===== src/rtl/store_pkg.sv =====
`default_nettype none
// ============================================================================
//  Module   : store_pkg
//  Purpose  : Shared store-size encodings, controller states and queue entry.
//  Revision : 1.0 - initial release
// ============================================================================
package store_pkg;

    localparam logic [3:0] SEL_WORD = 4'b0000;
    localparam logic [3:0] SEL_BYTE = 4'b0010;
    localparam logic [3:0] SEL_HALF = 4'b0100;

    typedef enum logic [0:0] {
        IDLE = 1'b0,
        REQ  = 1'b1
    } state_t;

    typedef struct packed {
        logic [29:0] addr_hi;
        logic [3:0]  be;
        logic [31:0] data;
    } st_entry_t;

endpackage
`default_nettype wire


===== src/rtl/store_fifo.sv =====
`default_nettype none
// ============================================================================
//  Module   : store_fifo
//  Purpose  : In-order store queue; pointers wrap naturally (DEPTH is 2^n).
//  Revision : 1.0 - initial release
// ============================================================================
module store_fifo
    import store_pkg::*;
#(
    parameter int DEPTH = 4
) (
    input  logic                     clk,
    input  logic                     rst_n,
    input  logic                     push,
    input  st_entry_t                push_entry,
    input  logic                     pop,
    output st_entry_t                head,
    output logic [$clog2(DEPTH):0]   count,
    output logic                     full,
    output logic                     empty
);

    localparam int                  c_PTR_W = $clog2(DEPTH);
    localparam logic [c_PTR_W:0]    c_FULL  = DEPTH[c_PTR_W:0];

    st_entry_t            r_mem [DEPTH];
    logic [c_PTR_W-1:0]   r_wr_ptr;
    logic [c_PTR_W-1:0]   r_rd_ptr;
    logic [c_PTR_W:0]     r_count;
    logic                 w_push;
    logic                 w_pop;

    assign full  = (r_count == c_FULL);
    assign empty = (r_count == '0);
    assign count = r_count;
    assign head  = r_mem[r_rd_ptr];

    assign w_push = push && !full;
    assign w_pop  = pop && !empty;

    always_ff @(posedge clk or negedge rst_n) begin
        if (!rst_n) begin
            r_wr_ptr <= '0;
            r_rd_ptr <= '0;
            r_count  <= '0;
        end else begin
            if (w_push)
                r_wr_ptr <= r_wr_ptr + c_PTR_W'(1);
            if (w_pop)
                r_rd_ptr <= r_rd_ptr + c_PTR_W'(1);
            case ({w_push, w_pop})
                2'b10:   r_count <= r_count + (c_PTR_W+1)'(1);
                2'b01:   r_count <= r_count - (c_PTR_W+1)'(1);
                default: r_count <= r_count;
            endcase
        end
    end

    // Payload storage needs no reset: it is only visible while count != 0.
    always_ff @(posedge clk) begin
        if (w_push)
            r_mem[r_wr_ptr] <= push_entry;
    end

endmodule
`default_nettype wire


===== src/rtl/store_write_ctrl.sv =====
`default_nettype none
// ============================================================================
//  Module   : store_write_ctrl
//  Purpose  : Formats stores into byte lanes, queues them, issues in order.
//  Revision : 1.0 - initial release
// ============================================================================
module store_write_ctrl
    import store_pkg::*;
#(
    parameter int DEPTH = 4
) (
    input  logic        clk,
    input  logic        rst_n,
    input  logic        st_valid,
    output logic        st_ready,
    input  logic [31:0] st_addr,
    input  logic [31:0] st_data,
    input  logic [3:0]  st_sel,
    output logic        mem_req,
    output logic [31:0] mem_addr,
    output logic [31:0] mem_wdata,
    output logic [3:0]  mem_be,
    input  logic        mem_ack,
    output logic        busy,
    output logic        err
);

    localparam int c_CNT_W = $clog2(DEPTH) + 1;

    state_t              r_state;
    state_t              w_state_next;
    logic                r_err;
    logic [3:0]          w_be;
    logic [31:0]         w_data;
    logic                w_legal;
    logic                w_accept;
    logic                w_push;
    logic                w_pop;
    logic                w_full;
    logic                w_empty;
    logic [c_CNT_W-1:0]  w_count;
    st_entry_t           w_entry;
    st_entry_t           w_head;

    always_comb begin
        w_be    = 4'b0000;
        w_data  = st_data;
        w_legal = 1'b0;
        case (st_sel)
            SEL_WORD: begin
                w_be    = 4'b1111;
                w_legal = (st_addr[1:0] == 2'b00);
            end
            SEL_HALF: begin
                w_be    = st_addr[1] ? 4'b1100 : 4'b0011;
                w_data  = {2{st_data[15:0]}};
                w_legal = !st_addr[0];
            end
            SEL_BYTE: begin
                w_be    = 4'b0001 << st_addr[1:0];
                w_data  = {4{st_data[7:0]}};
                w_legal = 1'b1;
            end
            default: w_legal = 1'b0;
        endcase
    end

    assign w_accept = st_valid && !w_full;
    assign w_push   = w_accept && w_legal;
    assign w_entry  = '{addr_hi: st_addr[31:2], be: w_be, data: w_data};

    store_fifo #(
        .DEPTH (DEPTH)
    ) u_fifo (
        .clk        (clk),
        .rst_n      (rst_n),
        .push       (w_push),
        .push_entry (w_entry),
        .pop        (w_pop),
        .head       (w_head),
        .count      (w_count),
        .full       (w_full),
        .empty      (w_empty)
    );

    always_ff @(posedge clk or negedge rst_n) begin
        if (!rst_n) begin
            r_state <= IDLE;
            r_err   <= 1'b0;
        end else begin
            r_state <= w_state_next;
            r_err   <= w_accept && !w_legal;
        end
    end

    // Entering REQ on the accepting edge gives mem_req one cycle after acceptance.
    always_comb begin
        w_state_next = r_state;
        w_pop        = 1'b0;
        case (r_state)
            IDLE: begin
                if (w_push || !w_empty)
                    w_state_next = REQ;
            end
            REQ: begin
                if (mem_ack) begin
                    w_pop = 1'b1;
                    if ((w_count == c_CNT_W'(1)) && !w_push)
                        w_state_next = IDLE;
                end
            end
            default: w_state_next = IDLE;
        endcase
    end

    assign mem_req   = (r_state == REQ);
    assign mem_addr  = mem_req ? {w_head.addr_hi, 2'b00} : 32'h0;
    assign mem_wdata = mem_req ? w_head.data : 32'h0;
    assign mem_be    = mem_req ? w_head.be : 4'b0000;
    assign st_ready  = !w_full;
    assign busy      = (w_count != '0) || mem_req;
    assign err       = r_err;

endmodule
`default_nettype wire


===== config.mk =====
export PLATFORM = sky130hd
export DESIGN_NAME = store_write_ctrl
export DESIGN_NICKNAME = d
export VERILOG_FILES = /design/src/rtl/store_pkg.sv /design/src/rtl/store_fifo.sv /design/src/rtl/store_write_ctrl.sv
export SDC_FILE = /design/constraint.sdc
export NUM_CORES = 1
export LEC_CHECK = 0
export CORE_ASPECT_RATIO = 0.6
export CORE_MARGIN = 2
export CORE_UTILIZATION = 40
export DETAILED_ROUTE_END_ITERATION = 10
export PLACE_DENSITY = 0.65
export REMOVE_ABC_BUFFERS = 1
export SYNTH_ARGS = -nofsm -noshare
export SYNTH_HDL_FRONTEND = slang
export SYNTH_SLANG_ARGS = --single-unit

===== constraint.sdc =====
create_clock -name clk -period 4 [get_ports clk]
set_input_delay 0.6 -clock clk [delete_from_list [all_inputs] [get_ports clk]]
set_output_delay 0.6 -clock clk [all_outputs]
set_load 0.02 [all_outputs]

==> summary.txt <==
Status
  – Status: finished, final reports clean

Clock network
  – Post-CTS Setup Repair Bufs: 0
  – Worst skew pair latency: 0.52 ns
  – Num CTS Buffers: 25
  – Sink Count: 273
  – Hold_buf cts: 0
  – CTS tree: built
  – H-tree depth: 1
  – CTS resizes: 0
  – Clk root buf: clkbuf_16
  – CTS clk-pin slew, worst paths: 0.07 ns
  – CTS max path bufs: 3

Logic synthesis
  – Compound-cell area share of the yosys netlist: 1.87%
  – Post-synth cell types: 36
  – Mapped Cells: 528
  – Mux contribution to synthesized area: 15.4%
  – Seq/Total Area, Yosys: 74.2%
  – Largest family of logic cells by synthesized area: multiplexers
  – Average cell area after synthesis: 20.8 um^2
  – Seq cells post-synth: 273
  – YS warnings: 0
  – Post-Syn Area: 11,000 um^2
  – Synth Area in XOR/XNOR: 0.478%
  – Simple-gate share of the synthesized area: 5.40%
  – Post-synthesis adder-cell area fraction: 1.02%

Worst setup path
  – CP endpoint kind: output port
  – Arr. time, crit path: 2.72 ns
  – Element type at the critical path start: flop
  – Critical path type: flop to output port
  – CP max FO: 41
  – WP data required: 3.40 ns

Drt
  – Post-route ant nets: 0
  – DR vias: 5,390
  – DRT Pass-1 Iters: 5
  – Post-DR wirelength/cell: 21.8 um
  – Post-route DRC: 0
  – Total wire length: 23,000 um
  – Detailed Route Iter0 Violations: 317
  – Number of vias per cell: 5.10

Power and ir drop
  – Leakage: 0.00441 uW
  – Peak VDD IR: 331 uV
  – PwrDens: 663 nW/um^2

Flow run
  – MaxCap Viol Count: 0

Timing
  – Clk_skew: 0.0129 ns
  – Final Hold Violating Endpoints: 0
  – Post-route setup TNS: 0 ns
  – Period minus WS final: 3.32 ns
  – Final Cycle Share: 82.9%
  – Crit path setup slack, layout: 0.682 ns
  – Unrepaired setup endpoints after global routing: false
  – Slew @ Worst Pin: 1.13 ns
  – Relative max-transition margin: 24.7%
  – Pins Over Slew Limit: 0
  – Final setup vio count: 0
  – Max Clk Rate: 301 MHz

GRT
  – GRT Total Usage: 16.1%
  – Number of global-route vias before repair: 5,845
  – Initial antenna violation count: 2
  – M3 GR Usage: 3.37%
  – First-pass GRT wire length: 35,000 um
  – GR met1 Demand/Resource: 22.8%
  – Gr ovfl total: 0
  – Largest net degree at the start of global routing: 72
  – Gr busiest metal: met2
  – GR Util met2: 26.0%

Floorplanning
  – Core region area: 26,700 um^2
  – Die H: 132 um
  – Initial cell density of the core: 41.1%
  – Row cnt: 46
  – Die area: 28,900 um^2
  – Die width: 218 um
  – I/O pin count: 144

Final layout
  – Fraction of layout cells with a size suffix above 1: 21.9%
  – Syn-to-layout area delta: 23.8%
  – Fillers: 2,157
  – Post-route insts no fill: 1,056
  – Nets@finish: 762

Place
  – PortBufs: 141
  – Post-place setup slack: 1.04 ns
  – Cells after DPL: 1,014
  – HPWL after DPL: 14,400 um
  – GPL Wtd Cong: 0.749

Min path
  – Min-Delay Path Class: primary input to asynchronous set/reset pin
-- per-stage QoR --
step | hold slack [ns] | util (%) | instance area [um^2] | power, uW
after floorplan | 0.304 | - | 10800 | 5520
after global placement | 0.492 | 48.3 | 12900 | 6990
after detailed placement | 0.497 | 48.3 | 12900 | 7020
after CTS | 0.391 | 50.9 | 13600 | 9150
after global routing | 0.404 | 50.9 | 13600 | 9440
final | 0.388 | 50.9 | 13600 | 9010
-- routing by layer --
layer | up-vias | routed length [um]
met1 | 2777 | 10200
met5 | - | 0
li1 | 2414 | -
met4 | 0 | 343
met3 | 30 | 1400
met2 | 169 | 11100
-- worst paths after layout --
path	startpoint	slack, ns	cells past startpoint	endpoint
worst min-delay path	rst_n	0.39	1	u_fifo.count[2]$_DFFE_PN0P_
min in group clk	u_fifo.count[2]$_DFFE_PN0P_	0.51	1	u_fifo.count[2]$_DFFE_PN0P_
worst max register to register	u_fifo.count[0]$_DFFE_PN0P_	1.70	8	u_fifo.r_mem[2][58]$_DFFE_PP_
worst max-delay path	u_fifo.r_rd_ptr[1]$_DFFE_PN0P_	0.68	4	mem_wdata[26]
worst min register to register	u_fifo.count[2]$_DFFE_PN0P_	0.51	1	u_fifo.count[2]$_DFFE_PN0P_
max in group asynchronous	rst_n	3.27	1	u_fifo.r_rd_ptr[0]$_DFFE_PN0P_
-- cell type report --
cell class | instances | area [um^2] | share of cell area (%)
Antenna cell | 2 | 5.00 | 0.0368
Clock buffer | 32 | 652 | 4.79
Clock inverter | 8 | 45.0 | 0.331
Inverter | 6 | 22.5 | 0.166
Multi-Input combinational cell | 222 | 2680 | 19.7
Sequential cell | 273 | 8160 | 60.0
Tap cell | 360 | 450 | 3.31
Timing Repair Buffer | 153 | 1590 | 11.7
-- registers in the layout, indices dropped and copies added (netlist names) --
name / count
err: 1
u_fifo.r_rd_ptr: 2
u_fifo.count: 3
u_fifo.r_wr_ptr: 2
u_fifo.r_mem: 264
mem_req: 1
-- power by group --
group | leakage, uW | internal, uW | switching (uW)
clock network | 0.000335 | 1140 | 966
registers | 0.00248 | 3260 | 214
logic | 0.00159 | 1820 | 1610
total | 0.00441 | 6220 | 2790
-- kinds of logic after synthesis --
| logic type | after synthesis |
|---|---|
| AO/OA/AOI/OAI | 25 |
| XOR/XNOR | 6 |
| adder cells (fa/ha/maj) | 9 |
| buffers and inverters | 34 |
| flip-flops | 273 |
| multiplexers | 84 |
| other | 1 |
| AND/OR/NAND/NOR | 96 |
-- cell usage after synthesis (all sizes together) --
cell,number,area share [%]
a21o,9,0.71
a21oi,5,0.23
a221o,1,0.091
a22o,8,0.73
and2,70,4.0
and2b,1,0.068
and3,1,0.057
buf,20,1.1
clkbuf,8,0.27
conb,1,0.034
dfrtp,9,2.0
edfxtp,264,72
ha,9,1.0
inv,6,0.20
mux2,17,1.8
mux2i,1,0.091
mux4,66,14
nand2,5,0.17
nand2b,2,0.11
nand3b,1,0.068
nor2,9,0.38
nor2b,1,0.13
nor3,2,0.091
nor3b,1,0.17
o21ai,1,0.045
o21bai,1,0.068
or2,3,0.17
xnor2,4,0.32
xor2,2,0.16
-- cells in the final DEF, fill, tap and decap left out, types with 4 or more instances in the layout --
master and count:
nand2_1 5, clkbuf_1 7, edfxtp_1 264, a21o_2 8, buf_4 5, clkdlybuf4s50_1 141
xnor2_1 4, inv_1 6, and2_4 4, buf_12 7, ha_1 9, clkbuf_16 25
a21oi_1 5, nor2_1 8, mux4_2 66, and2_1 66, mux2_2 15, clkinv_1 4
dfrtp_1 6, a22o_2 8
-- critical path, cell delays in order (launching register included) --
cell and delay, ns:
dfrtp_4 0.72, buf_12 0.32, mux4_2 0.35, and2_1 0.19, clkdlybuf4s50_1 0.57
No activity file was read; power rests on OpenSTA's default activity.
